[src/rtl/death_pkg.sv]
// Shared types and constants for the death sequencer.
package death_pkg;

  typedef enum logic [2:0] {
    PLAY,
    CONFIRM,
    DYING,
    GAME_OVER,
    RESPAWN
  } death_state_t;

  localparam logic [1:0] WHO_BOY  = 2'b01;
  localparam logic [1:0] WHO_GIRL = 2'b10;
  localparam logic [1:0] WHO_BOTH = 2'b11;

  function automatic logic [7:0] sat_inc8(input logic [7:0] v);
    return (v == 8'hFF) ? v : v + 8'd1;
  endfunction

endpackage

[src/rtl/death_sequencer_rise_edge.sv]
// Rising-edge detector for a level input; a level held through reset gives no pulse.
module rise_edge (
  input  logic Clk,
  input  logic Reset,
  input  logic in,
  output logic pulse
);

  logic in_q;

  always_ff @(posedge Clk) begin
    if (Reset) in_q <= 1'b1;
    else       in_q <= in;
  end

  assign pulse = in & ~in_q;

endmodule

[src/rtl/death_sequencer.sv]
// Confirms hazard hits over frames, runs the death animation, holds game over
// until a fresh restart press, then pulses respawn.
module death_sequencer
  import death_pkg::*;
#(
  parameter int unsigned DEBOUNCE_FRAMES = 2,
  parameter int unsigned ANIM_FRAMES     = 8,
  parameter int unsigned ANIM_DIV        = 4,
  parameter int unsigned GO_MIN_FRAMES   = 30
) (
  input  logic       Clk,
  input  logic       Reset,
  input  logic       frame_tick,
  input  logic       level_start,
  input  logic       is_dead_boy,
  input  logic       is_dead_girl,
  input  logic       restart_key,
  output logic       freeze_players,
  output logic [3:0] death_anim_frame,
  output logic       anim_active,
  output logic       show_game_over,
  output logic [1:0] who_died,
  output logic       respawn,
  output logic [7:0] death_count
);

  localparam logic [3:0] DEB_N    = 4'(DEBOUNCE_FRAMES);
  localparam logic [3:0] DIV_LAST = 4'(ANIM_DIV - 1);
  localparam logic [3:0] FRM_LAST = 4'(ANIM_FRAMES - 1);
  localparam logic [7:0] GO_N     = 8'(GO_MIN_FRAMES);

  death_state_t state_q, state_d;
  logic [3:0]   deb_q, deb_d;
  logic [3:0]   div_q, div_d;
  logic [3:0]   frame_q, frame_d;
  logic [7:0]   go_q, go_d;
  logic [1:0]   seen_q, seen_d;
  logic [1:0]   who_q, who_d;
  logic [7:0]   cnt_q, cnt_d;

  logic [1:0] flags;
  logic       hazard;
  logic [3:0] deb_inc;
  logic       key_rise;
  logic       enter_dying;

  assign flags   = ({2{is_dead_boy}} & WHO_BOY) | ({2{is_dead_girl}} & WHO_GIRL);
  assign hazard  = |flags;
  assign deb_inc = deb_q + 4'd1;

  rise_edge u_key_edge (
    .Clk   (Clk),
    .Reset (Reset),
    .in    (restart_key),
    .pulse (key_rise)
  );

  always_ff @(posedge Clk) begin
    if (Reset) begin
      state_q <= PLAY;
      deb_q   <= '0;
      div_q   <= '0;
      frame_q <= '0;
      go_q    <= '0;
      seen_q  <= '0;
      who_q   <= '0;
      cnt_q   <= '0;
    end else begin
      state_q <= state_d;
      deb_q   <= deb_d;
      div_q   <= div_d;
      frame_q <= frame_d;
      go_q    <= go_d;
      seen_q  <= seen_d;
      who_q   <= who_d;
      cnt_q   <= cnt_d;
    end
  end

  always_comb begin
    state_d     = state_q;
    deb_d       = deb_q;
    div_d       = div_q;
    frame_d     = frame_q;
    go_d        = go_q;
    seen_d      = seen_q;
    who_d       = who_q;
    cnt_d       = cnt_q;
    enter_dying = 1'b0;

    if (level_start) begin
      state_d = PLAY;
      deb_d   = '0;
      div_d   = '0;
      frame_d = '0;
      go_d    = '0;
      seen_d  = '0;
      who_d   = '0;
    end else begin
      unique case (state_q)
        PLAY: begin
          if (frame_tick && hazard) begin
            deb_d  = 4'd1;
            seen_d = flags;
            if (DEB_N == 4'd1) enter_dying = 1'b1;
            else               state_d     = CONFIRM;
          end
        end
        CONFIRM: begin
          // Any hazard tick keeps the confirmation going; flags accumulate into seen.
          if (frame_tick) begin
            if (hazard) begin
              deb_d  = deb_inc;
              seen_d = seen_q | flags;
              if (deb_inc == DEB_N) enter_dying = 1'b1;
            end else begin
              state_d = PLAY;
              deb_d   = '0;
              seen_d  = '0;
            end
          end
        end
        DYING: begin
          if (frame_tick) begin
            if (div_q == DIV_LAST) begin
              div_d = '0;
              if (frame_q == FRM_LAST) begin
                state_d = GAME_OVER;
                frame_d = '0;
                go_d    = '0;
              end else begin
                frame_d = frame_q + 4'd1;
              end
            end else begin
              div_d = div_q + 4'd1;
            end
          end
        end
        GAME_OVER: begin
          if (frame_tick && (go_q != GO_N)) go_d = go_q + 8'd1;
          if (key_rise && (go_q == GO_N)) state_d = RESPAWN;
        end
        RESPAWN: begin
          state_d = PLAY;
          deb_d   = '0;
          div_d   = '0;
          frame_d = '0;
          go_d    = '0;
          seen_d  = '0;
          who_d   = '0;
        end
        default: state_d = PLAY;
      endcase

      if (enter_dying) begin
        state_d = DYING;
        who_d   = seen_d;
        cnt_d   = sat_inc8(cnt_q);
        div_d   = '0;
        frame_d = '0;
      end
    end
  end

  assign freeze_players   = (state_q == DYING) || (state_q == GAME_OVER) || (state_q == RESPAWN);
  assign anim_active      = (state_q == DYING);
  assign show_game_over   = (state_q == GAME_OVER);
  assign respawn          = (state_q == RESPAWN);
  assign death_anim_frame = frame_q;
  assign who_died         = who_q;
  assign death_count      = cnt_q;

endmodule

[config.mk]
export PLATFORM = sky130hd
export DESIGN_NAME = death_sequencer
export DESIGN_NICKNAME = d
export VERILOG_FILES = /design/src/rtl/death_pkg.sv /design/src/rtl/death_sequencer_rise_edge.sv /design/src/rtl/death_sequencer.sv
export SDC_FILE = /design/constraint.sdc
export NUM_CORES = 1
export LEC_CHECK = 0
export BUFFER_PORTS_ARGS = -buffer_cell sky130_fd_sc_hd__buf_4
export CORE_ASPECT_RATIO = 1.4
export CORE_MARGIN = 3
export CORE_UTILIZATION = 61
export DETAILED_ROUTE_END_ITERATION = 10
export PLACE_DENSITY = 0.84
export SYNTH_ARGS = -nofsm -noshare
export SYNTH_HDL_FRONTEND = slang
export SYNTH_SLANG_ARGS = --single-unit
[constraint.sdc]
create_clock -name Clk -period 3.55 [get_ports Clk]
set_input_delay 0.1775 -clock Clk [delete_from_list [all_inputs] [get_ports Clk]]
set_output_delay 0.1775 -clock Clk [all_outputs]
set_load 0.05 [all_outputs]
## After elaboration in Yosys (flattened, before gate mapping)

Cells that the tools add are included.

| operators by class | value |
|---|---|
| add/subtract/negate cells | 5 |
| multipliers | 0 |
| div/mod/pow operators | 0 |
| magnitude comparators | 0 |
| equal/unequal tests | 25 |
| shift-type cells | 0 |
| multiplexer cells | 36 |
| bitwise operators | 6 |
| reductions and logical operators | 20 |

Operator list:

| cell | count |
|---|---|
| $mux 4 | 8 |
| $mux 8 | 4 |
| $pmux 8 s3 | 1 |
| $mux 3 | 7 |
| $add 8x1->8 const B | 2 |
| $pmux 4 s2 | 2 |
| $reduce_and 7->1 | 2 |
| $add 4x1->4 const B | 3 |
| $mux 2 | 6 |
| $pmux 3 s4 | 1 |
| $pmux 4 s3 | 1 |
| $ne 3x1->1 const B | 3 |
| $ne 3x3->1 const B | 3 |
| $reduce_and 3->1 | 3 |
| $eq 4x2->1 const B | 2 |
| $eq 8x5->1 const B | 1 |
| $eq 8x8->1 const B | 1 |
| $ne 2x1->1 const B | 4 |
| $ne 2x2->1 const B | 4 |
| $ne 8x5->1 const B | 1 |
| $eq 3x2->1 const B | 2 |
| $pmux 2 s3 | 1 |
| $reduce_bool 3->1 | 2 |
| $mux 1 | 5 |
| other kinds (16) | 23 |

| word-level totals | value |
|---|---|
| bits in registers | 36 |
| latch bits | 0 |
| RAM bits | 0 |
| bits in read-only memories | 0 |
| bits of input ports | 7 |
| output and inout port bits | 18 |
| memories kept | 0 |

## Logic depth before layout (Yosys ltp)

Gate-level depths: netlist of the first run.

| logic depth | value |
|---|---|
| word-level depth | 9 |
| depth in mapped cells | 7 |
| gate-level depth less buffers | 7 |

## By module

A second synthesis of the first run with hierarchy kept.

| unflattened totals | value |
|---|---|
| cell total of the unflattened synthesis | 221 |
| area total of the unflattened synthesis | 1861.8 µm² |

By module, submodules not included:

| module | instances | cells an instance | area an instance (µm²) |
|---|---|---|---|
| death_sequencer | 1 | 218 | 1829.3 |
| rise_edge | 1 | 3 | 32.5 |

## Worst setup path after synthesis of the first run

No wires, ideal clock.

| timing | value |
|---|---|
| kind | register to register |
| start | register state_q[2] |
| end | register who_q[1], in the netlist who_died[1] |
| setup time | 0.116 ns |
| data arrival time | 2.479 ns |
| data required time | 3.434 ns |
| slack | 0.955 ns |
| cell stages (with the launch flop) | 7 |
| path buffers | 1 |
| clock period less this slack | 2.595 ns |
| path through | dfxtp_1 -> buf_2 -> inv_1 -> nor3_1 -> nor2_1 -> and3_1 -> a31o_2 |

RTL lines:

| element | line | text |
|---|---|---|
| start, declared | death_sequencer.sv:32 | `death_state_t state_q, state_d;` |
| start signal, assigned | death_sequencer.sv:69 | `state_q <= state_d;` |
| $eq 3x3->1 (*) | n/a |  |
| net respawn | death_sequencer.sv:23 | `output logic respawn,` |
| $pmux 2 s3 | death_sequencer.sv:100 | `unique case (state_q)` |
| $mux 2 | death_sequencer.sv:155 | `if (enter_dying) begin` |
| end signal, assigned | death_sequencer.sv:75 | `who_q <= who_d;` |
| end, declared | death_sequencer.sv:38 | `logic [1:0] who_q, who_d;` |

The timed path passes the listed nets; every way through them passes the cells marked *. The select of a mux whose other input is x is not followed.
A chain may end at the register's enable or synchronous reset.

## Final worst setup path of the first run

| timing | value |
|---|---|
| start | register state_q[0] |
| end | register cnt_q[7], in the netlist death_count[7] |

| on the way | value |
|---|---|
| word-level cells in the longest chain between the ends | 4 |

Ends and longest elaborated chain:

| element | line | text |
|---|---|---|
| $eq 3x1->1 | death_sequencer.sv:100 |  |
| $mux 1 | death_sequencer.sv:100 |  |
| $mux 1 | death_sequencer.sv:91 | `if (level_start) begin` |
| $reduce_and 3->1 (no source line) | n/a |  |
| end signal, assigned | death_sequencer.sv:76 | `cnt_q <= cnt_d;` |
| end, declared | death_sequencer.sv:39 | `logic [7:0] cnt_q, cnt_d;` |

Every way passes these cells. The select of a mux whose other input is x is not followed.

==> results of run 1 <==
[layer usage]
metal | up-vias | GRT usage, % | wire length (microns) | part of all wire [%]
met3 | 8 | 6.74 | 193 | 5.3
met1 | 726 | 26.3 | 1530 | 42
met4 | 0 | 7.10 | 60 | 1.6
met5 | - | 0 | 0 | 0
met2 | 44 | 36.6 | 1860 | 51
li1 | 813 | - | - | -
[cell type report]
| cell class | count | area (sq um) |
|---|---|---|
| Sequential cell | 36 | 721 |
| Tap cell | 36 | 45.0 |
| Inverter | 6 | 22.5 |
| Clock inverter | 1 | 30.0 |
| Timing Repair Buffer | 24 | 180 |
| Clock buffer | 7 | 65.1 |
| Multi-Input combinational cell | 165 | 1060 |
| Fill cell | 203 | 631 |
[cells by family after synthesis]
kind of cell,count (synthesis)
simple gates,105
flops,36
compound gates,31
xor+xnor,14
buf+inv,12
mux,8
fa+ha+maj,7
[flip-flops by register name (all words and copies together), names as in the netlist, 2 cells and up]
| signal | flops |
|---|---|
| state_q | 3 |
| death_anim_frame | 4 |
| seen_q | 2 |
| go_q | 8 |
| deb_q | 4 |
| who_died | 2 |
| death_count | 8 |
| div_q | 4 |
[placed cells by master (no fill, tap or decap), types with 7 or more instances in the layout]
master / n
sky130_fd_sc_hd__dfxtp_1: 36
sky130_fd_sc_hd__nor2_1: 34
sky130_fd_sc_hd__nand2_1: 17
sky130_fd_sc_hd__o21ai_0: 7
sky130_fd_sc_hd__a21oi_1: 14
sky130_fd_sc_hd__buf_4: 24
sky130_fd_sc_hd__xor2_1: 11
sky130_fd_sc_hd__nand3_1: 10
sky130_fd_sc_hd__ha_1: 7
sky130_fd_sc_hd__mux2i_1: 8
[how the worst min path moves through the flow]
stage	to	startpoint	cells after the start
3_3_place_gp	u_key_edge.in_q	restart_key	2
2_1_floorplan	u_key_edge.in_q	restart_key	1
3_5_place_dp	u_key_edge.in_q	restart_key	2
6_report	u_key_edge.in_q	restart_key	2
4_1_cts	u_key_edge.in_q	restart_key	2
5_1_grt	u_key_edge.in_q	restart_key	2
[power by group]
group	leakage (nW)	internal, mW	switching (mW)	total [mW]
Combinational	0.525	0.0142	0.0224	0.0366
Sequential	0.291	0.406	0.00333	0.409
Clock	0.0515	0.187	0.132	0.319
[worst reg2reg max path: stages, from the launching register on]
cell and delay, ns:
sky130_fd_sc_hd__dfxtp_1 0.66, sky130_fd_sc_hd__or3b_4 0.46, sky130_fd_sc_hd__nor4_4 0.29, sky130_fd_sc_hd__nand3_4 0.19, sky130_fd_sc_hd__or4_1 0.54, sky130_fd_sc_hd__a21oi_1 0.15
==> Implementation_results.wiki, run 1 <==
{| class="wikitable"
! Metric !! Value
|-
| Run status || finished clean
|-
| Wire per inst || 13.3 microns
|-
| Synth async-reset ratio || 0%
|-
| Clock tree from TritonCTS || built
|-
| First-pass GRT wire length || 6330 microns
|-
| Worst setup margin || 1.19 ns
|-
| # Max-Cap Violations || 0
|-
| Deepest level of the CTS H-tree || 2
|-
| Per-cell via count in the routed design || 5.79
|-
| Total grt overflow || 0
|-
| Antenna diode instance count || 0
|-
| Clock skew || about 0.008 ns
|-
| Clock latency reported for the late side of the worst-skew pair || 0.34 ns
|-
| CP startpoint kind || flop
|-
| Net count reported at finish || 252
|-
| CP Capture Type || flop
|-
| I/O pins || 25
|-
| Vias in the first global route || 1481
|-
| Instance area after placement || 2030 sq um
|-
| Proportion of netlist area held by the largest area contributor || 39.2%
|-
| Synthesized-area fraction occupied by ao, oa, aoi and oai cells || between 10% and 20%
|-
| Final critical-path share of the clock period || 66.5%
|-
| Synthesized netlist cell count || roughly 210
|-
| First-pass DRT Iterations || 4
|-
| Yosys cell types || 45
|-
| End of the critical path || death_count[7]
|-
| Gp weighted congestion || 0.810
|-
| Post-route non-filler standard cell count || 275
|-
| Total of buffers placed on input and output ports || 24
|-
| Post-synth top area cell || sky130_fd_sc_hd__dfxtp_1
|-
| Sequential element share of the synthesized area || 39.2%
|-
| Worst EP arrival || between 2 and 3 ns
|-
| Post-layout min period || 2.36 ns
|-
| Setup Slack @ Placement || 1.23 ns
|-
| Hold buffer count at CTS || 0
|-
| Synthesized-area fraction occupied by adder cells || under 10%
|-
| Post-Synth Simple-Gate Area || between 30% and 40%
|-
| Initial core utilization || ~67%
|-
| Post-synth net total || 227
|-
| Overall die height || 70.9 microns
|-
| Number of buffers and inverters on the critical path || 0
|-
| Layout overhead on the synthesized area || 15.5%
|-
| Main area contributors after synthesis || sky130_fd_sc_hd__dfxtp_1, sky130_fd_sc_hd__nor2_1, sky130_fd_sc_hd__xor2_1
|-
| Leakage power figure || about 0.87 nW
|-
| Register-to-register setup slack || 1.19 ns
|-
| Worst flop-to-flop path startpoint || state_q[0]
|-
| Path type of the worst min-delay path || input pin to flop
|-
| Pwr dens || 361 nW/um^2
|-
| Slew headroom || 23.0%
|-
| Leading post-synthesis cells by instance count || sky130_fd_sc_hd__dfxtp_1, sky130_fd_sc_hd__nor2_1, sky130_fd_sc_hd__nand2_1
|-
| Top Family by Delay on Critical Path || simple AND/OR/NAND/NOR gates
|-
| Die Width || 52.4 microns
|-
| Drt total wl || between 3000 and 4000 microns
|-
| Setup crit start || state_q[0]
|-
| Hold_ws || 0.0355 ns
|-
| Share of the core filled with cells in the final layout || 77.1%
|-
| Worst path slowest cell || sky130_fd_sc_hd__dfxtp_1
|-
| Mux contribution to synthesized area || 4.36%
|-
| Synthesized area || 1840 sq um
|-
| Average size of a mapped cell || between 8 and 9 sq um
|-
| Buffer levels on the longest clock path || 2
|-
| # placed instances || 267
|-
| Xor/xnor cell area share of the yosys netlist || 6.68%
|-
| Clock-pin transition on the worst setup and hold timing paths || 0.11 ns
|-
| Cell with the most instances after synthesis || sky130_fd_sc_hd__dfxtp_1
|-
| DRC violation total after the first TritonRoute iteration || 36
|-
| Number of gates on the worst path with buffers counted || 5
|-
| Number of gates resized after CTS || 0
|-
| Total negative slack || 0 ns
|-
| Post-CTS repair timing setup buffer count || 0
|-
| PnR Total Power || roughly 0.77 mW
|-
| Clock buffers created by TritonCTS || 5
|-
| Finished Cell Area || 2120 sq um
|-
| Overall routing resource usage || between 20% and 30%
|-
| Slew Limit Fails || 0
|-
| Timing-limited maximum frequency || between 400 and 500 MHz
|-
| Worst supply voltage drop on vdd || 0.527 mV
|-
| Detail Route Antenna Nets || 0
|-
| Number of synthesized register bits || 36
|-
| Critical Path Max Stage Delay || between 0.6 and 0.7 ns
|-
| Slew at the pin closest to its max-slew limit || 1.13 ns
|-
| Area of the placeable core || between 2000 and 3000 sq um
|-
| Combinational family with the most area after synthesis || simple AND/OR/NAND/NOR gates
|-
| R2r worst-path depth || 5
|-
| Routed vias || roughly 1600
|-
| DIE AREA || 3710 sq um
|-
| Setup Crit Path Kind || flop to flop
|-
| Number of design rule violations left after detail routing || 0
|-
| Post-synth EDFFs || 0
|-
| Site row count || 22
|-
| Crit-path cells || or3b_4 > nor4_4 > nand3_4 > or4_1 > a21oi_1
|-
| Placed wire-length estimate || 2720 microns
|-
| Largest fanout on the critical path || 18
|-
| Crit path required time || 3.83 ns
|-
| Synth Warn # || 0
|-
| Setup violators final || 0
|-
| Endpoint of the worst register-to-register path || death_count[7]
|-
| Flip-flop cell with the highest count after synthesis || sky130_fd_sc_hd__dfxtp_1
|-
| Largest net degree at the start of global routing || 19
|-
| Antenna violations before repair || 0
|-
| TritonCTS sink count || 36
|-
| Layout cell share with drive strength beyond 1 || roughly 17%
|-
| Setup repair after global routing missed its margin || false
|-
| Hold Fails Final Rpt || 0
|-
| Clock root buffer || sky130_fd_sc_hd__clkbuf_4
|}
(Power assumes the default switching activity.)
==> run 2, diff against run 1 <==
- CORE_UTILIZATION: 61 -> 51
- PLACE_DENSITY: 0.84 -> 0.75
- clock period: 3.55 -> 1.9 ns (I/O delays scaled with it)
==> run 2 against run 1 <==
Compared with the run above:
- sequential share of layout area decreased by 2.9 points
- worst setup slack got worse by 1.2 ns
- cell count increased by 9.1%
==> Implementation_results.wiki, run 2 (synthesis gave the netlist of run 1 again) <==
{| class="wikitable"
! Metric !! Value
|-
| Overall routing resource usage || 18.8% (was 21.9%)
|-
| Largest net degree at the start of global routing || 18 (was 19)
|-
| Antenna violations before repair || 0 (unchanged)
|-
| Leakage power figure || 0.972 nW (was 0.867 nW)
|-
| Routed vias || 1666 (was 1591)
|-
| Most common cell after layout, fill and taps aside || sky130_fd_sc_hd__buf_4 (was sky130_fd_sc_hd__dfxtp_1)
|-
| DRC violation total after the first TritonRoute iteration || 37 (was 36)
|-
| Register-to-register setup slack || 0.01 ns (was 1.19 ns)
|-
| Drt total wl || 3990 microns (was 3650 microns)
|-
| Largest fanout on the critical path || 5 (was 18)
|-
| Filler cell count || 268 (was 203)
|-
| Buffer levels on the longest clock path || 2 (unchanged)
|-
| CP Capture Type || flop (unchanged)
|-
| Per-cell via count in the routed design || 5.55 (was 5.79)
|-
| Number of design rule violations left after detail routing || 0 (unchanged)
|-
| Slew headroom || 64.7% (was 23.0%)
|-
| Slew Limit Fails || 0 (unchanged)
|-
| Instance area after placement || 2160 sq um (was 2030 sq um)
|-
| Commonest non-fill, non-tap cells in the layout || sky130_fd_sc_hd__buf_4, sky130_fd_sc_hd__nor2_1, sky130_fd_sc_hd__dfxtp_1 (was sky130_fd_sc_hd__dfxtp_1, sky130_fd_sc_hd__nor2_1, sky130_fd_sc_hd__buf_4)
|-
| Layout cell share with drive strength beyond 1 || 28.5% (was 17.2%)
|-
| Worst supply voltage drop on vdd || 0.580 mV (was 0.527 mV)
|-
| I/O pins || 25 (unchanged)
|-
| Critical Path Max Stage Delay || 0.45 ns (was 0.66 ns)
|-
| # Max-Cap Violations || 0 (unchanged)
|-
| Hold path startpoint || Reset (was restart_key)
|-
| Switching power of the nets || 0.333 mW (was 0.158 mW)
|-
| Slew at the pin closest to its max-slew limit || 0.528 ns (was 1.13 ns)
|-
| Finished Cell Area || 2340 sq um (was 2120 sq um)
|-
| CP startpoint kind || flop (unchanged)
|-
| PnR Total Power || 1.38 mW (was 0.765 mW)
|-
| R2r worst-path depth || 6 (was 5)
|-
| Pwr dens || 591 nW/um^2 (was 361 nW/um^2)
|-
| Run status || finished clean (unchanged)
|-
| Min-Delay Endpoint || death_count[7] (was u_key_edge.in_q)
|-
| Crit path required time || 2.12 ns (was 3.83 ns)
|-
| First-pass GRT wire length || 6530 microns (was 6330 microns)
|-
| Top Family by Delay on Critical Path || simple AND/OR/NAND/NOR gates (unchanged)
|-
| Clock buffers created by TritonCTS || 5 (unchanged)
|-
| Number of buffers and inverters on the critical path || 1 (was 0)
|-
| Endpoint of the worst register-to-register path || death_count[7] (unchanged)
|-
| TritonCTS sink count || 36 (unchanged)
|-
| Setup Crit Path Kind || flop to flop (unchanged)
|-
| Layout overhead on the synthesized area || 27.2% (was 15.5%)
|-
| Clock-pin transition on the worst setup and hold timing paths || 0.07 ns (was 0.11 ns)
|-
| Placed wire-length estimate || 2750 microns (was 2720 microns)
|-
| Initial core utilization || 53.9% (was 66.7%)
|-
| Sequential share of power || 55.1% (was 53.5%)
|-
| Antenna diode instance count || 0 (unchanged)
|-
| Share of the core filled with cells in the final layout || 68.5% (was 77.1%)
|-
| Post-layout min period || 1.89 ns (was 2.36 ns)
|-
| Switching Share || 24.1% (was 20.7%)
|-
| Part of the total power dissipated in the clock network || 38.9% (was 41.7%)
|-
| Setup crit start || state_q[2] (was state_q[0])
|-
| Clock tree from TritonCTS || built (unchanged)
|-
| Area of the placeable core || 3410 sq um (was 2750 sq um)
|-
| Net count reported at finish || 273 (was 252)
|-
| Crit-path cells || or3b_4 > nor4_4 > buf_4 > nand3_4 > or4_4 > a21oi_2 (was or3b_4 > nor4_4 > nand3_4 > or4_1 > a21oi_1)
|-
| Worst path slowest cell || sky130_fd_sc_hd__or4_4 (was sky130_fd_sc_hd__dfxtp_1)
|-
| Setup violators final || 0 (unchanged)
|-
| Deepest level of the CTS H-tree || 2 (unchanged)
|-
| Final critical-path share of the clock period || 99.4% (was 66.5%)
|-
| Site row count || 25 (was 22)
|-
| Cell-internal power || 1.05 mW (was 0.607 mW)
|-
| Worst EP arrival || 2.11 ns (was 2.64 ns)
|-
| Logic gate share of total power || 6.0% (was 4.8%)
|-
| Overall die height || 77.0 microns (was 70.9 microns)
|-
| Clock latency reported for the late side of the worst-skew pair || 0.29 ns (was 0.34 ns)
|-
| Worst flop-to-flop path startpoint || state_q[2] (was state_q[0])
|-
| Clock skew || 0.00686 ns (was 0.00813 ns)
|-
| Worst Hold Path Cells || 2 (unchanged)
|-
| Path type of the worst min-delay path || input pin to flop (unchanged)
|-
| Vias in the first global route || 1511 (was 1481)
|-
| First-pass DRT Iterations || 4 (unchanged)
|-
| Wire per inst || 13.3 microns (about the same)
|-
| DIE AREA || 4370 sq um (was 3710 sq um)
|-
| Total of buffers placed on input and output ports || 24 (unchanged)
|-
| Total grt overflow || 0 (unchanged)
|-
| Setup repair after global routing missed its margin || true (was false)
|-
| Gp weighted congestion || 0.799 (was 0.810)
|-
| Timing-limited maximum frequency || 529 MHz (was 424 MHz)
|-
| Clock root buffer || sky130_fd_sc_hd__clkbuf_8 (was sky130_fd_sc_hd__clkbuf_4)
|-
| Hold Fails Final Rpt || 0 (unchanged)
|-
| Die Width || 56.7 microns (was 52.4 microns)
|-
| Detail Route Antenna Nets || 0 (unchanged)
|}
run 2: cell types whose count changed in the layout (fill, tap and decap cells not counted), moves of 3 or more:
cell,change
sky130_fd_sc_hd__buf_4,+19
sky130_fd_sc_hd__clkbuf_4,-5
sky130_fd_sc_hd__clkbuf_8,+3
sky130_fd_sc_hd__dfxtp_1,-4
sky130_fd_sc_hd__dfxtp_2,+4
run 2: how the worst max path moves through the flow:
| stage | to | slack [ns] | depth (start not counted) |
|---|---|---|---|
| final | death_count[7] | 0.01 | 6 |
| after global routing | death_count[7] | -0.06 | 6 |
| after CTS | death_count[7] | 0.02 | 7 |
| after detailed placement | death_count[7] | 0.02 | 5 |
| after global placement | death_count[7] | 0.06 | 5 |
| after floorplan | death_count[7] | -0.005 | 6 |
run 2: stage by stage:
stage	setup slack, ns	TNS, ns	cells	hold WS, ns
2_1_floorplan	-0.00519	-0.00519	213	0.199
3_3_place_gp	0.0611	0	285	0.302
3_5_place_dp	0.0202	0	285	0.306
4_1_cts	0.0191	0	294	0.0451
5_1_grt	-0.0619	-0.132	300	0.0617
6_report	0.0106	0	300	0.0573
run 2: routing by layer:
| metal | track usage, % | part of all wire, % | vias to the layer above |
|---|---|---|---|
| li1 | - | - | 843 |
| met1 | 22.6 | 44 | 781 |
| met2 | 30.7 | 49 | 35 |
| met3 | 4.21 | 4.0 | 7 |
| met4 | 10.2 | 2.1 | 0 |
| met5 | 0 | 0 | - |
run 2: power by group through the flow:
stage                     clock network (mW)  registers (mW)  logic, mW
after CTS                              0.554           0.760     0.0810
after floorplan                            0           0.779     0.0496
after detailed placement                   0           0.778     0.0791
after global placement                     0           0.778     0.0784
after global routing                   0.579           0.761     0.0904
final                                  0.537           0.761     0.0826
run 2: worst register-to-register path, stage by stage, from the launching register on:
cell,delay [ns]
sky130_fd_sc_hd__dfxtp_2,0.32
sky130_fd_sc_hd__or3b_4,0.40
sky130_fd_sc_hd__nor4_4,0.25
sky130_fd_sc_hd__buf_4,0.19
sky130_fd_sc_hd__nand3_4,0.09
sky130_fd_sc_hd__or4_4,0.45
sky130_fd_sc_hd__a21oi_2,0.13
run 2: cell type report:
type	instances	area, sq um	share of cell area, %
repair buffers	44	333	14.2
inverters	6	22.5	0.964
well taps	40	50.0	2.14
multi-input cells	166	1120	47.8
flip-flops and latches	36	726	31.1
clock buffers	5	68.8	2.95
clock inverters	3	18.8	0.803
run 2: what timing repair did:
| action | CTS | global route |
|---|---|---|
| hold buffers | 1 | 0 |
| cloned | 0 | 1 |
| resized for setup | 0 | 8 |
| setup endpoints to repair | 1 | 16 |
| hold endpoints to repair | 1 | 0 |
| pin swaps | 1 | 3 |
| setup buffers | 0 | 5 |
